[src/rtl/spi_boot_loader.sv]
// SPI boot loader: receives an image from the ARM over SPI and writes it to
// external SRAM through a request/acknowledge write port.
//
// The image starts with a 6-byte header: a 24-bit start address, then a 24-bit
// end address, each sent LSB byte first. Every following byte is written to
// start, start+1, ... up to and including end.
//
// Ports
//   clk, reset_b          system clock, asynchronous active-low reset
//   arm_ss/sclk/mosi      SPI slave inputs (mode 3, MSB first), asynchronous
//   wr_req, wr_ack        RAM write handshake; wr_req held until wr_ack
//   ram_addr, ram_data    write address (low ADDR_WIDTH bits) and data
//   booting               high while a load is in progress (CPU held in reset)
//   done, error           sticky load status, cleared by the next ss fall
module spi_boot_loader #(
    parameter int unsigned ADDR_WIDTH  = 18,
    parameter int unsigned SYNC_STAGES = 2
) (
    input  logic                  clk,
    input  logic                  reset_b,
    input  logic                  arm_ss,
    input  logic                  arm_sclk,
    input  logic                  arm_mosi,
    output logic                  wr_req,
    input  logic                  wr_ack,
    output logic [ADDR_WIDTH-1:0] ram_addr,
    output logic [7:0]            ram_data,
    output logic                  booting,
    output logic                  done,
    output logic                  error
);

    typedef enum logic [2:0] {IDLE, HDR, DATA, DONE, ERR} state_t;
    state_t state, state_nxt;

    logic [SYNC_STAGES-1:0] ss_sync, sclk_sync, mosi_sync;
    logic        ss_prev, sclk_prev;
    logic        live, armed;
    logic [6:0]  shreg;
    logic [2:0]  bit_cnt;
    logic [2:0]  hdr_cnt;
    logic [47:0] hdr;
    logic [23:0] cur;

    logic        ss_s, sclk_s, mosi_s;
    logic        ss_fall, ss_rise, sclk_rise, byte_done, ack_hit;
    logic [7:0]  rx_byte;
    logic [47:0] hdr_full;
    logic [23:0] cur_nxt;

    assign ss_s      = ss_sync[SYNC_STAGES-1];
    assign sclk_s    = sclk_sync[SYNC_STAGES-1];
    assign mosi_s    = mosi_sync[SYNC_STAGES-1];
    assign ss_fall   = armed & ss_prev & ~ss_s;
    assign ss_rise   = ~ss_prev & ss_s;
    assign sclk_rise = ~sclk_prev & sclk_s;
    assign byte_done = sclk_rise & ~ss_s & (bit_cnt == 3'd7);
    assign rx_byte   = {shreg, mosi_s};
    assign ack_hit   = wr_req & wr_ack;
    assign cur_nxt   = ack_hit ? cur + 24'd1 : cur;
    // Header bytes shift in from the top, so after byte 5 the low 24 bits are
    // start and the high 24 bits are end.
    assign hdr_full  = {rx_byte, hdr[47:8]};

    // Synchronisers reset to the idle levels. A fall is only accepted once ss
    // has been seen high through the whole chain after reset, so ss held low
    // across reset release is not mistaken for a new load.
    always_ff @(posedge clk or negedge reset_b) begin
        if (!reset_b) begin
            ss_sync   <= '1;
            sclk_sync <= '1;
            mosi_sync <= '0;
            ss_prev   <= 1'b1;
            sclk_prev <= 1'b1;
            live      <= 1'b0;
            armed     <= 1'b0;
        end else begin
            ss_sync   <= {ss_sync[SYNC_STAGES-2:0], arm_ss};
            sclk_sync <= {sclk_sync[SYNC_STAGES-2:0], arm_sclk};
            mosi_sync <= {mosi_sync[SYNC_STAGES-2:0], arm_mosi};
            ss_prev   <= ss_s;
            sclk_prev <= sclk_s;
            live      <= 1'b1;
            if (live && (&ss_sync)) armed <= 1'b1;
        end
    end

    always_ff @(posedge clk or negedge reset_b) begin
        if (!reset_b) state <= IDLE;
        else          state <= state_nxt;
    end

    always_comb begin
        state_nxt = state;
        if (ss_fall) begin
            state_nxt = HDR;
        end else if (ss_rise) begin
            state_nxt = IDLE;
        end else begin
            case (state)
                HDR: begin
                    if (byte_done && hdr_cnt == 3'd5)
                        state_nxt = (hdr_full[47:24] >= hdr_full[23:0]) ? DATA : ERR;
                end
                DATA: begin
                    // The final acceptance wins over a byte landing in the same cycle.
                    if (ack_hit && cur == hdr[47:24])
                        state_nxt = DONE;
                    else if (byte_done && wr_req && !wr_ack)
                        state_nxt = ERR;
                end
                default: state_nxt = state;
            endcase
        end
    end

    always_ff @(posedge clk or negedge reset_b) begin
        if (!reset_b) begin
            shreg    <= '0;
            bit_cnt  <= '0;
            hdr_cnt  <= '0;
            hdr      <= '0;
            cur      <= '0;
            wr_req   <= 1'b0;
            ram_addr <= '0;
            ram_data <= '0;
            booting  <= 1'b0;
            done     <= 1'b0;
            error    <= 1'b0;
        end else begin
            if (ss_fall || ss_rise) begin
                bit_cnt <= '0;
            end else if (sclk_rise && !ss_s) begin
                shreg   <= rx_byte[6:0];
                bit_cnt <= bit_cnt + 3'd1;
            end

            // A write pending when ss rises still completes its handshake.
            cur <= cur_nxt;
            if (ack_hit) wr_req <= 1'b0;

            if (ss_fall) begin
                hdr_cnt <= '0;
                booting <= 1'b1;
                done    <= 1'b0;
                error   <= 1'b0;
            end else if (ss_rise) begin
                booting <= 1'b0;
                if (state == HDR || state == DATA) error <= 1'b1;
            end else begin
                if (state == HDR && byte_done) begin
                    hdr     <= hdr_full;
                    hdr_cnt <= hdr_cnt + 3'd1;
                    if (hdr_cnt == 3'd5) cur <= hdr_full[23:0];
                end
                // Staying in DATA with a completed byte means no write is pending.
                if (state == DATA && state_nxt == DATA && byte_done) begin
                    ram_data <= rx_byte;
                    ram_addr <= cur_nxt[ADDR_WIDTH-1:0];
                    wr_req   <= 1'b1;
                end
                if (state_nxt == ERR && state != ERR)   error <= 1'b1;
                if (state_nxt == DONE && state != DONE) done  <= 1'b1;
            end
        end
    end

endmodule

[config.mk]
export PLATFORM = sky130hd
export DESIGN_NAME = spi_boot_loader
export DESIGN_NICKNAME = d
export VERILOG_FILES = /design/src/rtl/spi_boot_loader.sv
export SDC_FILE = /design/constraint.sdc
export NUM_CORES = 1
export LEC_CHECK = 0
export ABC_AREA = 0
export ABC_CLOCK_PERIOD_IN_PS = 3370
export BUFFER_PORTS_ARGS = -buffer_cell sky130_fd_sc_hd__buf_2
export CAP_MARGIN = 25
export CELL_PAD_IN_SITES_DETAIL_PLACEMENT = 0
export CELL_PAD_IN_SITES_GLOBAL_PLACEMENT = 1
export CORE_MARGIN = 2
export CORE_UTILIZATION = 35
export DETAILED_ROUTE_END_ITERATION = 8
export GPL_TIMING_DRIVEN = 0
export PLACE_DENSITY_LB_ADDON = 0.05
export SLEW_MARGIN = 30
export SYNTH_ARGS = -nofsm -noshare
export SYNTH_HDL_FRONTEND = slang
export SYNTH_SLANG_ARGS = --single-unit
[constraint.sdc]
create_clock -name clk -period 3.37 [get_ports clk]
set_input_delay 0.674 -clock clk [delete_from_list [all_inputs] [get_ports clk]]
set_output_delay 0.674 -clock clk [all_outputs]
set_load 0.05 [all_outputs]
==> run_results.csv <==
group,metric,value,unit
status,run_status,"completed",
clock_network,numCtsBuffers,17,
placement,dpl.cell_count,785,
die,die_height,134,um
sta,worstMarginPinSlew,0.686,ns
placement,io_buffers,35,
routing,drc_errors,0,
die,core_area,16500,sq um
pwr,irDropWorstVdd,0.360,mV
pwr,p_leak,3.22,nW
placement,place_congestion,0.800,
sta,setup_viol,0,
synthesis,synthArstFlopShare,100,%
routing,via_count,3965,
clock_network,clk_pin_slew,0.05,ns
final_layout,final_nets,622,
synthesis,ys_warn_count,0,
synthesis,syn_area_per_cell,11.2,sq um
final_layout,area_growth,19.0,%
final_layout,stdcell_count,820,
pwr,pwr-share-clk,50.1,%
clock_network,cts.sinks,120,
sta,slew_headroom,54.2,%
min_path,hp-class,"primary input to async pin",
sta,fin_crit_sh,92.4,%
synthesis,synth-seq-cells,120,
setup_path,worstPathArrival,3.42,ns
die,dieArea,17900,sq um
pwr,power.switching,881,uW
setup_path,endpoint_kind,"flop",
sta,drv_slew,0,
die,io_pins,36,
setup_path,worst-setup-path-type,"flop to flop",
routing,routed_wl,14300,um
global_route,grt_first_pass_wirelength,23400,um
clock_network,tritoncts,"done",
global_route,grt_use_total,17.5,%
routing,wire_per_inst,17.4,um
synthesis,ys_types,52,
synthesis,synth-seq-area-share,51.0,%
routing,viasPerCell,4.84,
pwr,intPower,2.83,mW
setup_path,cp_max_fo,10,
synthesis,syn_inst,529,
placement,hpwl,10700,um
routing,ant_nets,0,
routing,drt-pass1-iter-count,4,
clock_network,clockRootBuffer,"clkbuf_16",
setup_path,crit_required,3.67,ns
pwr,seq_power_share,42.1,%
sta,min_period,3.12,ns
global_route,grt_overflow_total,0,
die,die_width,134,um
pwr,swShare,23.7,%
sta,max_freq,321,MHz
final_layout,drive_gt1_share,22.7,%
pwr,combPwrFrac,7.9,%
final_layout,final_core_util,42.5,%
final_layout,n_antenna_cell,0,
flow_run,max_cap_violations,0,
setup_path,worstSetupStartpointType,"flop",
synthesis,synth-main-ff-cell,"dfrtp_1",
sta,hold_viol,0,
sta,skew,0.00681,ns
routing,drtIter0Drc,173,
synthesis,synth_nets,564,
global_route,grt_max_degree,83,
global_route,antenna_found_initial,0,
final_layout,seqCellArea,3010,sq um
clock_network,htreeDepth,4,
final_layout,fill_cells,1605,
clock_network,cts_resized,0,
synthesis,synth.cell_area,5910,sq um
pwr,power,3.71,mW
final_layout,multiInputGateArea,2660,sq um
clock_network,clk_latency,0.42,ns
clock_network,clk_path_buf_depth,2,
global_route,grt_pass1_vias,4131,
synthesis,synth-edff-count,0,
die,num_rows,47,
pwr,cellPowerDensity,528,nW/um^2
die,initial_core_util,35.7,%
sta,rsz0062_at_grt,"no",
==> area by class of cell <==
| cell class | count | area share [%] |
|---|---|---|
| tap | 220 | 3.92 |
| inverter | 40 | 2.14 |
| clock buffer | 23 | 6.80 |
| buffer | 17 | 1.21 |
| timing repair buffer | 39 | 3.52 |
| clock inverter | 9 | 1.74 |
| multi-input combinational | 352 | 37.9 |
| sequential | 120 | 42.8 |
==> cells in the final DEF (no fill, tap or decap), types with 4 or more instances in the layout <==
cell type	n
xnor2_1	23
nand3_1	8
nand2b_1	7
xor2_1	28
buf_2	35
dfstp_2	6
dfrtp_1	114
nand2_1	47
o21ai_0	29
mux2i_1	15
clkbuf_16	17
mux2_2	42
a21oi_1	25
inv_1	40
clkbuf_1	16
nor4_1	5
nor2b_1	4
nand4_1	8
nor2_1	35
mux2_4	8
clkinv_2	5
ha_1	29
==> power by group through the flow <==
stage | clock, mW | sequential (mW) | combinational, mW
5_1_grt | 1.98 | 1.57 | 0.334
3_3_place_gp | 0 | 1.59 | 0.290
3_5_place_dp | 0 | 1.59 | 0.301
6_report | 1.86 | 1.56 | 0.292
4_1_cts | 1.90 | 1.56 | 0.303
2_1_floorplan | 0 | 1.58 | 0.178
==> per-layer routing <==
layer | track usage [%] | vias up | routed length [um] | part of all wire, %
met2 | 27.1 | 57 | 6520 | 46
met3 | 3.78 | 19 | 386 | 2.7
met1 | 24.5 | 1967 | 7170 | 50
met5 | 0 | - | 0 | 0
met4 | 5.85 | 0 | 210 | 1.5
li1 | - | 1922 | - | -
==> critical path, cell delays in order, from the launching register on <==
cell       delay, ns
dfrtp_1         0.40
inv_1           0.09
ha_1            0.26
nand2b_1        0.15
a2111o_1        0.42
a311oi_1        0.30
o2111ai_1       0.32
a32oi_2         0.37
nor3_4          0.07
buf_12          0.15
buf_8           0.15
mux2_4          0.30
==> state kept, by name (all words and copies together), names as in the netlist, 2 cells and up <==
name       cells
bit_cnt        3
cur           24
sclk_sync      2
ram_data       8
mosi_sync      2
hdr_cnt        3
hdr           40
shreg          7
state          3
ram_addr      18
ss_sync        2
==> worst paths after layout <==
check                             start           end  slack, ns  cells past startpoint
hold / removal                  reset_b   ram_addr[1]       0.12                      1
min in group clk           mosi_sync[0]  mosi_sync[1]       0.35                      0
setup / recovery                hdr[32]   ram_data[6]       0.25                     11
hold reg to reg            mosi_sync[0]  mosi_sync[1]       0.35                      0
max in group asynchronous       reset_b   ram_data[6]       2.52                      2
setup reg to reg                hdr[32]   ram_data[6]       0.25                     11
==> synth_stat cells (13+ instances only) <==
cell | count | area, sq um
xor2_1 | 28 | 245
mux2i_1 | 15 | 150
nor2_1 | 35 | 131
clkbuf_1 | 13 | 48.8
ha_1 | 29 | 363
dfrtp_1 | 114 | 2850
inv_1 | 40 | 150
mux2_2 | 42 | 473
xnor2_1 | 23 | 201
o21ai_0 | 29 | 145
nand2_1 | 47 | 176
a21oi_1 | 25 | 125
==> through the flow <==
step	hold WS [ns]	instance area [sq um]	setup TNS (ns)	setup slack, ns
floorplan	0.331	5910	0	0.724
global placement	0.336	6360	-7.62	-0.149
detailed placement	0.335	6390	-1.05	-0.136
CTS	0.125	7030	0	0.159
global route	0.136	7030	0	0.0295
finish	0.120	7030	0	0.255
==> cells by family (layout without fill, tap and decap cells) <==
logic type,after synthesis,after routing,share of synthesized area (%)
AND/OR/NAND/NOR,135,135,11.6
flip-flops,120,120,51.0
AO/OA/AOI/OAI,71,71,7.10
multiplexers,65,65,12.6
buffers and inverters,57,128,3.98
XOR/XNOR,51,51,7.56
adder cells (fa/ha/maj),29,29,6.14
other,1,1,0.0635
==> repair_timing <==
item | in CTS | in global routing
hold buffers | 0 | 0
endpoints found under the setup margin | 8 | 0
setup buffers | 3 | 0
(Power assumes the default switching activity.)
